[config.mk]
export PLATFORM = sky130hd
export DESIGN_NAME = ym_bus_sched
export DESIGN_NICKNAME = d
export VERILOG_FILES = /design/src/rtl/ym_bus_sched.sv
export SDC_FILE = /design/constraint.sdc
export NUM_CORES = 1
export LEC_CHECK = 0
export ABC_AREA = 0
export CORE_MARGIN = 3
export CORE_UTILIZATION = 42
export CTS_CLUSTER_DIAMETER = 40
export DETAILED_ROUTE_END_ITERATION = 12
export MAX_ROUTING_LAYER = met4
export PLACE_DENSITY = 0.7
export REMOVE_ABC_BUFFERS = 1
export SKIP_LAST_GASP = 1
export SLEW_MARGIN = 0
export SYNTH_ARGS = -nofsm -noshare
export SYNTH_HDL_FRONTEND = slang
export SYNTH_SLANG_ARGS = --single-unit
[constraint.sdc]
create_clock -name CLK -period 5.4 [get_ports CLK]
set_clock_uncertainty 0.05 [all_clocks]
set_input_delay 0.81 -clock CLK [delete_from_list [all_inputs] [get_ports CLK]]
set_output_delay 0.81 -clock CLK [all_outputs]
set_load 0.02 [all_outputs]
[src/rtl/ym_bus_sched.sv]
// rtl/ym_bus_sched.sv - CPU/player arbiter and two-phase BDIR/BC bus sequencer for the PSG
module ym_bus_sched #(
    parameter int STB_CYC = 2
) (
    input  logic       CLK,
    input  logic       RESET_N,
    input  logic       CPU_REQ,
    input  logic       CPU_WE,
    input  logic [3:0] CPU_ADDR,
    input  logic [7:0] CPU_WDATA,
    output logic       CPU_ACK,
    output logic [7:0] CPU_RDATA,
    input  logic       PLY_VALID,
    input  logic [3:0] PLY_ADDR,
    input  logic [7:0] PLY_DATA,
    output logic       PLY_READY,
    input  logic       PSG_RST,
    output logic       PSG_BDIR,
    output logic       PSG_BC,
    output logic       PSG_CS,
    output logic [7:0] PSG_DI,
    input  logic [7:0] PSG_DO,
    output logic       BUSY
);

    typedef enum logic [2:0] {
        S_IDLE, S_ASU, S_AST, S_AHD, S_DSU, S_DST, S_DHD, S_RD
    } state_t;

    localparam logic [3:0] STB_LOAD = 4'(STB_CYC - 1);

    state_t     r_state;
    state_t     w_state_nxt;
    logic [3:0] r_cnt;
    logic [3:0] r_addr;
    logic [7:0] r_data;
    logic       r_we;
    logic       r_own_cpu;
    logic       r_last_cpu;
    logic       r_cache_vld;
    logic [3:0] r_cache_addr;
    logic       r_ack;
    logic [7:0] r_rdata;
    logic       r_bdir;
    logic       r_bc;
    logic       r_cs;
    logic [7:0] r_di;

    logic       w_gnt_cpu;
    logic       w_gnt_ply;
    logic [3:0] w_gnt_addr;
    logic [7:0] w_gnt_data;
    logic       w_gnt_we;
    logic       w_hit;
    logic [3:0] w_cur_addr;
    logic [7:0] w_cur_data;
    logic       w_bdir_nxt;
    logic       w_bc_nxt;
    logic       w_cs_nxt;
    logic [7:0] w_di_nxt;

    // Round-robin: on a tie the requester that did not win last time goes first.
    assign w_gnt_cpu  = (r_state == S_IDLE) && CPU_REQ && (!PLY_VALID || !r_last_cpu);
    assign w_gnt_ply  = (r_state == S_IDLE) && PLY_VALID && !w_gnt_cpu;
    assign w_gnt_addr = w_gnt_cpu ? CPU_ADDR : PLY_ADDR;
    assign w_gnt_data = w_gnt_cpu ? CPU_WDATA : PLY_DATA;
    assign w_gnt_we   = w_gnt_cpu ? CPU_WE : 1'b1;
    assign w_hit      = r_cache_vld && (r_cache_addr == w_gnt_addr);
    // Payload for the next bus value: straight from the requester in the grant cycle.
    assign w_cur_addr = (r_state == S_IDLE) ? w_gnt_addr : r_addr;
    assign w_cur_data = (r_state == S_IDLE) ? w_gnt_data : r_data;

    assign PLY_READY = w_gnt_ply;
    assign CPU_ACK   = r_ack;
    assign CPU_RDATA = r_rdata;
    assign PSG_BDIR  = r_bdir;
    assign PSG_BC    = r_bc;
    assign PSG_CS    = r_cs;
    assign PSG_DI    = r_di;
    assign BUSY      = (r_state != S_IDLE);

    // State register.
    always_ff @(posedge CLK or negedge RESET_N) begin
        if (!RESET_N) r_state <= S_IDLE;
        else          r_state <= w_state_nxt;
    end

    // Next-state: skip the address phase on a cache hit; strobes end when the counter hits 0.
    always_comb begin
        w_state_nxt = r_state;
        case (r_state)
            S_IDLE: if (w_gnt_cpu || w_gnt_ply)
                        w_state_nxt = w_hit ? (w_gnt_we ? S_DSU : S_RD) : S_ASU;
            S_ASU:  w_state_nxt = S_AST;
            S_AST:  if (r_cnt == 4'd0) w_state_nxt = S_AHD;
            S_AHD:  w_state_nxt = r_we ? S_DSU : S_RD;
            S_DSU:  w_state_nxt = S_DST;
            S_DST:  if (r_cnt == 4'd0) w_state_nxt = S_DHD;
            S_DHD:  w_state_nxt = S_IDLE;
            S_RD:   w_state_nxt = S_IDLE;
            default: w_state_nxt = S_IDLE;
        endcase
    end

    // Bus values for the upcoming state; registered below so the PSG pins are glitch-free.
    always_comb begin
        w_bdir_nxt = (w_state_nxt == S_AST) || (w_state_nxt == S_DST);
        w_bc_nxt   = (w_state_nxt == S_ASU) || (w_state_nxt == S_AST) ||
                     (w_state_nxt == S_AHD) || (w_state_nxt == S_RD);
        w_cs_nxt   = (w_state_nxt != S_IDLE);
        w_di_nxt   = r_di;
        if (w_state_nxt == S_ASU && r_state != S_ASU) w_di_nxt = {4'd0, w_cur_addr};
        if (w_state_nxt == S_DSU && r_state != S_DSU) w_di_nxt = w_cur_data;
    end

    // Datapath: strobe counter, grant capture, address cache, completion and bus outputs.
    always_ff @(posedge CLK or negedge RESET_N) begin
        if (!RESET_N) begin
            r_cnt        <= 4'd0;
            r_addr       <= 4'd0;
            r_data       <= 8'd0;
            r_we         <= 1'b0;
            r_own_cpu    <= 1'b0;
            r_last_cpu   <= 1'b0;
            r_cache_vld  <= 1'b0;
            r_cache_addr <= 4'd0;
            r_ack        <= 1'b0;
            r_rdata      <= 8'd0;
            r_bdir       <= 1'b0;
            r_bc         <= 1'b0;
            r_cs         <= 1'b0;
            r_di         <= 8'd0;
        end else begin
            if ((w_state_nxt == S_AST && r_state != S_AST) ||
                (w_state_nxt == S_DST && r_state != S_DST))
                r_cnt <= STB_LOAD;
            else if (r_cnt != 4'd0)
                r_cnt <= r_cnt - 4'd1;

            if (w_gnt_cpu || w_gnt_ply) begin
                r_addr     <= w_gnt_addr;
                r_data     <= w_gnt_data;
                r_we       <= w_gnt_we;
                r_own_cpu  <= w_gnt_cpu;
                r_last_cpu <= w_gnt_cpu;
            end

            // PSG reset wins over a cache fill in the same cycle.
            if (PSG_RST) begin
                r_cache_vld <= 1'b0;
            end else if (r_state == S_AHD) begin
                r_cache_vld  <= 1'b1;
                r_cache_addr <= r_addr;
            end

            r_ack <= ((r_state == S_DHD) || (r_state == S_RD)) && r_own_cpu;
            if (r_state == S_RD) r_rdata <= PSG_DO;

            r_bdir <= w_bdir_nxt;
            r_bc   <= w_bc_nxt;
            r_cs   <= w_cs_nxt;
            r_di   <= w_di_nxt;
        end
    end

endmodule

; ---- Word-level counts from Yosys, hierarchy flattened
; Index checks and enable logic that the tools add are counted.
[op_classes]
add_sub_neg = 1
n_eq_ne = 18
muxes = 18
bitwise_logic = 1
reduce_logical = 31
[op_table]
columns = op, count
row1 = 8-bit two-way mux, 4
row2 = 3-bit equality test (second input constant), 7
row3 = 3-bit case mux with 7 select lines, 1
row4 = 4-bit two-way mux, 4
row5 = 3-bit by 2-bit equality test with 1-bit output (second input constant), 4
row6 = 3-bit two-way mux, 4
row7 = 1-bit logical AND, 10
row8 = 1-bit logical OR, 8
row9 = 3-bit by 1-bit equality test with 1-bit output (second input constant), 2
row10 = 3-bit inequality test (second input constant), 2
row11 = 2-bit nonzero test, 3
row12 = 3-bit nonzero test, 2
row13 = 4-bit equality test, 1
row14 = 4-bit zero test, 1
row15 = 2-bit two-way mux, 2
row16 = 4-bit nonzero test, 1
row17 = 4-bit by 1-bit subtractor with 4-bit output (second input constant), 1
row18 = 1-bit zero test, 3
row19 = 3-bit zero test, 1
row20 = 1-bit two-way mux, 3
row21 = 3-bit by 1-bit inequality test with 1-bit output (second input constant), 1
row22 = 3-bit by 2-bit inequality test with 1-bit output (second input constant), 1
row23 = 2-bit AND reduction, 1
row24 = 2-bit OR reduction, 1
row25 = 1-bit inverter, 1
[totals]
regBits = 46
in_bits = 38
out_inout_bits = 22
word_cells = 83

; ---- Longest topological paths before layout
[depth]
ltp_word = 13
ltp_mapped = 10

; ---- Least setup slack after synthesis
; OpenSTA, ideal clock, no wires.
[synth_path]
path_type = input to register
start = input CPU_REQ
end = register r_di[3], in the netlist PSG_DI[3]
setup_time_ps = 123
t_arrival_ps = 2688
setup_slack_ps = 2539
path_stages = 8
path_buffers = 1
cell_sequence = a21boi_2 -> nand2_4 -> mux2i_2 -> a221oi_2 -> a32oi_2 -> or3_1 -> buf_6 -> o221a_1
[synth_via]
elab_chain_len = 11
word_cells_on_any_way = 23
cone_classes = eq/ne: 3 / mux: 11 / reduce/logical: 9
[synth_rtl]
columns = element, line
row1 = start: declaration, 7  ; input logic CPU_REQ,
row2 = 1-bit logical AND (*) (2 in a row), 63  ; assign w_gnt_cpu = (r_state == S_IDLE) && CPU_REQ && (!PLY_VALID || !r_last_cpu);
row3 = 4-bit two-way mux, 65  ; assign w_gnt_addr = w_gnt_cpu ? CPU_ADDR : PLY_ADDR;
row4 = 4-bit equality test, 68  ; assign w_hit = r_cache_vld && (r_cache_addr == w_gnt_addr);
row5 = 1-bit logical AND, 68
row6 = 3-bit two-way mux, 93  ; w_state_nxt = w_hit ? (w_gnt_we ? S_DSU : S_RD) : S_ASU;
row7 = 3-bit two-way mux (*), 92  ; S_IDLE: if (w_gnt_cpu || w_gnt_ply)
row8 = 3-bit case mux with 7 select lines (*), 91  ; case (r_state)
row9 = named net w_state_nxt[0], 33  ; state_t w_state_nxt;
row10 = 3-bit equality test or 3-bit by 1-bit equality test with 1-bit output (tied branches), "113, 112"
row11 = "1-bit logical AND, on equally long branches", "113, 112"
row12 = 8-bit two-way mux or 2-bit nonzero test (tied branches), n/a
row13 = end signal: assignment, 162  ; r_di <= w_di_nxt;
row14 = end: declaration, 47  ; logic [7:0] r_di;
; Mark *: on every way through the listed nets, which the timed path passes. The rest lies on a longest branch. The select of a mux whose other input is x is not followed.
; A chain may end at the register's enable or synchronous reset.

; ---- Worst setup path after layout
[layout_path]
start = input CPU_REQ
end = register r_di[3], in the netlist PSG_DI[3]
[layout_via]
elab_chain_len = 11
word_cells_on_any_way = 23
cone_classes = eq/ne: 3 / mux: 11 / reduce/logical: 9
[layout_rtl]
columns = element, line
row1 = 1-bit logical AND (*) (2 in a row), 63
row2 = 4-bit two-way mux, 65
row3 = 4-bit equality test, 68
row4 = 1-bit logical AND, 68
row5 = 3-bit two-way mux, 93
row6 = 3-bit two-way mux, 92
row7 = 3-bit case mux with 7 select lines, 91
row8 = 3-bit equality test or 3-bit by 1-bit equality test with 1-bit output (tied branches), "113, 112"
row9 = "1-bit logical AND, on equally long branches", "113, 112"
row10 = 8-bit two-way mux or 2-bit nonzero test (tied branches), n/a
; Every way passes the cells marked *; elsewhere a longest branch is shown, timed or not. The select of a mux whose other input is x is not followed.

==> results.md <==
- Status: finished clean
- Largest net degree at the start of global routing: 47
- All-layer global routing usage: 0.1676
- Starting Density: 0.4451
- Filler Cell Count: around 470
- Chip height: 80.50 µm
- Antenna-violating nets left: 0
- CP Launch Type: primary input
- Area of the multi-input gates: around 0.0011 mm²
- Final worst path period need: about 3.6 ns
- Post-CTS resize count: 0
- P_leak: around 1.3 nW
- Num rows: 26
- CTS tree: yes
- Mean Syn Cell Area: 10.45 µm²
- Post-CTS setup buffer count: 0
- Final hold vios: 0
- Drt total wl: a little under 5000 µm
- YS warnings: 0
- Worst-Skew Late Latency: around 0.29 ns
- Reg2Reg Depth: 6
- Clk slew on worst S/H paths: approximately 0.080 ns
- Vias in the first global route: around 1.7k
- Initial drt markers: about 110
- Synth Register Bits: between 40 and 50
- Crit end category: flip-flop
- Utilization after layout: 0.5822
- Synth Instances: between 200 and 250
- Initial antenna violation count: 0
- HP Class: flip-flop to flip-flop
- Total Power: 1.791 mW
- Core area: between 0.005 and 0.006 mm²
- Max-slew headroom: 0.3430
- Cell Area, Synth: between 0.002 and 0.0025 mm²
- Final setup margin: 1.781 ns
- Global-route wire length before repair: approximately 8200 µm
- Root Buffer: clkbuf_8
- NumNets Final: 318
- Max cap viols: 0
- WP data required: roughly 5.5 ns
- # port buffers: between 50 and 60
- P&R area growth vs syn: 30.81%
- Full die area: about 0.0065 mm²
- GP Congestion: ~0.78
- Final Setup Violations: 0
- Vias: ~1.8k
- Vias per cell: between 5 and 6
- Area occupied by registers: approximately 0.0012 mm²
- GRT Residual Overflow: 0
- RSZ-0062 raised after global routing: false
- Worst hold margin: 0.4587 ns
- I/O pin count: 60
- Critical path class: primary input to flip-flop
- Hold_buf cts: 0
- Final worst path period share: 0.6702
- Die width: roughly 81 µm
- Setup WS pre-CTS: around 1.4 ns
- Cts bufs inserted: 5
- Commonest cells after routing, fill and taps aside: 58 x clkdlybuf4s50_1, 46 x dfrtp_1, 29 x a21oi_1, 29 x nor2_1, 15 x mux2i_1
- Fmax: 276.3 MHz
- Routed len/inst: approximately 14 µm
- HPWL after detailed placement: 3488 µm
- DR pass1 iterations: 4
- Commonest non-fill, non-tap cell in the layout: clkdlybuf4s50_1
- Residual DRC count: 0
- Register area share after synthesis: 0.4938
- Netlist cell types: between 40 and 50
- Critical Path AT: 3.75 ns
- Fraction of layout cells with a size suffix above 1: 0.1107
- TNS Setup: 0 ns
- P per Cell Area: around 590 mW/mm²
- Sink count of the clock tree: 46
- Slew Limit Fails: 0
- H-tree depth: 2
- Hold depth: 1
- CTS Buffer Depth: 2
- Worst-Margin Slew: 0.9855 ns
- Ant. Diodes: 0
- CP max FO: 25
- Peak supply drop: roughly 310 µV
-- cells in the mapped netlist (all sizes together) --
| library cell | instances | area, µm² |
|---|---|---|
| dfrtp | 46 | 1151 |
| a21oi | 29 | 145.1 |
| nor2 | 29 | 108.9 |
| mux2i | 16 | 163.9 |
| mux2 | 13 | 146.4 |
| nand2 | 12 | 52.55 |
| nand2b | 11 | 68.82 |
| inv | 8 | 30.03 |
| buf | 6 | 48.80 |
| o21ai | 5 | 25.02 |
| clkbuf | 4 | 15.01 |
| nor3 | 4 | 42.54 |
| xnor2 | 4 | 35.03 |
| a211o | 3 | 26.28 |
| a31oi | 3 | 18.77 |
| nand3 | 3 | 15.01 |
| or3 | 3 | 18.77 |
| a21o | 2 | 15.01 |
| a22oi | 2 | 15.01 |
| nand3b | 2 | 15.01 |
| nand4b | 2 | 17.52 |
| o221a | 2 | 22.52 |
| o221ai | 2 | 17.52 |
| a21boi | 1 | 11.26 |
| a221oi | 1 | 15.01 |
| a31o | 1 | 8.760 |
| a32oi | 1 | 16.27 |
| and3 | 1 | 6.260 |
| clkinv | 1 | 3.750 |
| ha | 1 | 12.51 |
| nor2b | 1 | 6.260 |
| nor3b | 1 | 12.51 |
| o21bai | 1 | 7.510 |
| o311ai | 1 | 8.760 |
| o31ai | 1 | 7.510 |
-- cells by family (layout without fill, tap and decap cells) --
| group | count (synthesis) | count (layout) | share of synthesized area |
|---|---|---|---|
| muxes | 29 | 29 | 0.1331 |
| adders and majority gates | 1 | 1 | 0.005367 |
| DFF | 46 | 46 | 0.4938 |
| buffers and inverters | 19 | 76 | 0.04187 |
| and+or+nand+nor | 69 | 69 | 0.1562 |
| AOI/OAI and AO/OA | 55 | 55 | 0.1546 |
| xor gates and xnor gates | 4 | 4 | 0.01503 |
-- flip-flops by register name, indices dropped and copies added, names as in the netlist --
| signal | count |
|---|---|
| r_we | 1 |
| PSG_CS | 1 |
| r_cache_addr | 4 |
| r_addr | 4 |
| r_cache_vld | 1 |
| r_last_cpu | 1 |
| r_state | 3 |
| PSG_BC | 1 |
| CPU_ACK | 1 |
| r_data | 8 |
| CPU_RDATA | 8 |
| PSG_BDIR | 1 |
| r_cnt | 4 |
| PSG_DI | 8 |
-- power breakdown --
group	leakage (nW)	internal [mW]	switching [mW]
Clock	0.0579	0.136	0.112
Sequential	0.542	0.511	0.127
Combinational	0.746	0.421	0.483
Total	1.35	1.07	0.722
-- path summary, 6_finish.rpt --
path                                     startpoint                       end  slack (ns)
max in group asynchronous                   RESET_N         CPU_ACK$_DFF_PN0_        4.07
min in group asynchronous                   RESET_N  CPU_RDATA[5]$_DFFE_PN0P_        0.63
setup reg to reg               r_state[2]$_DFF_PN0_     PSG_DI[3]$_DFFE_PN0P_        1.93
hold / removal             CPU_RDATA[5]$_DFFE_PN0P_  CPU_RDATA[5]$_DFFE_PN0P_        0.46
hold reg to reg            CPU_RDATA[5]$_DFFE_PN0P_  CPU_RDATA[5]$_DFFE_PN0P_        0.46
setup / recovery                            CPU_REQ     PSG_DI[3]$_DFFE_PN0P_        1.78
-- metrics by stage --
stage | std cells | cell area, µm²
finish | 350 | 3049
global route | 350 | 3049
CTS | 350 | 3049
detailed placement | 342 | 2940
global placement | 342 | 2940
floorplan | 213 | 2267
-- cell type report --
type	instances	area share
Clock buffer	5	0.02257
Clock inverter	3	0.01313
Inverter	9	0.01108
Multi-Input combinational cell	158	0.3549
Sequential cell	46	0.3775
Tap cell	70	0.02872
Timing Repair Buffer	59	0.1920
-- worst max-delay path, stage by stage --
cell	delay [ns]
clkdlybuf4s50_1	0.49
a21boi_2	0.32
nand2_4	0.24
nand2_1	0.68
a31oi_1	0.33
or3_1	0.57
o221a_1	0.32
-- per-layer routing --
layer | GRT usage | wire [µm] | vias to the layer above | part of all wire
met1 | 0.2338 | 2374 | 845 | 0.49
met2 | 0.2525 | 2219 | 47 | 0.46
met5 | - | 0 | - | 0
met3 | 0.03363 | 242 | 5 | 0.050
met4 | 0.04054 | 38 | 0 | 0.0078
li1 | - | - | 898 | -
No activity file was read; power rests on OpenSTA's default activity.
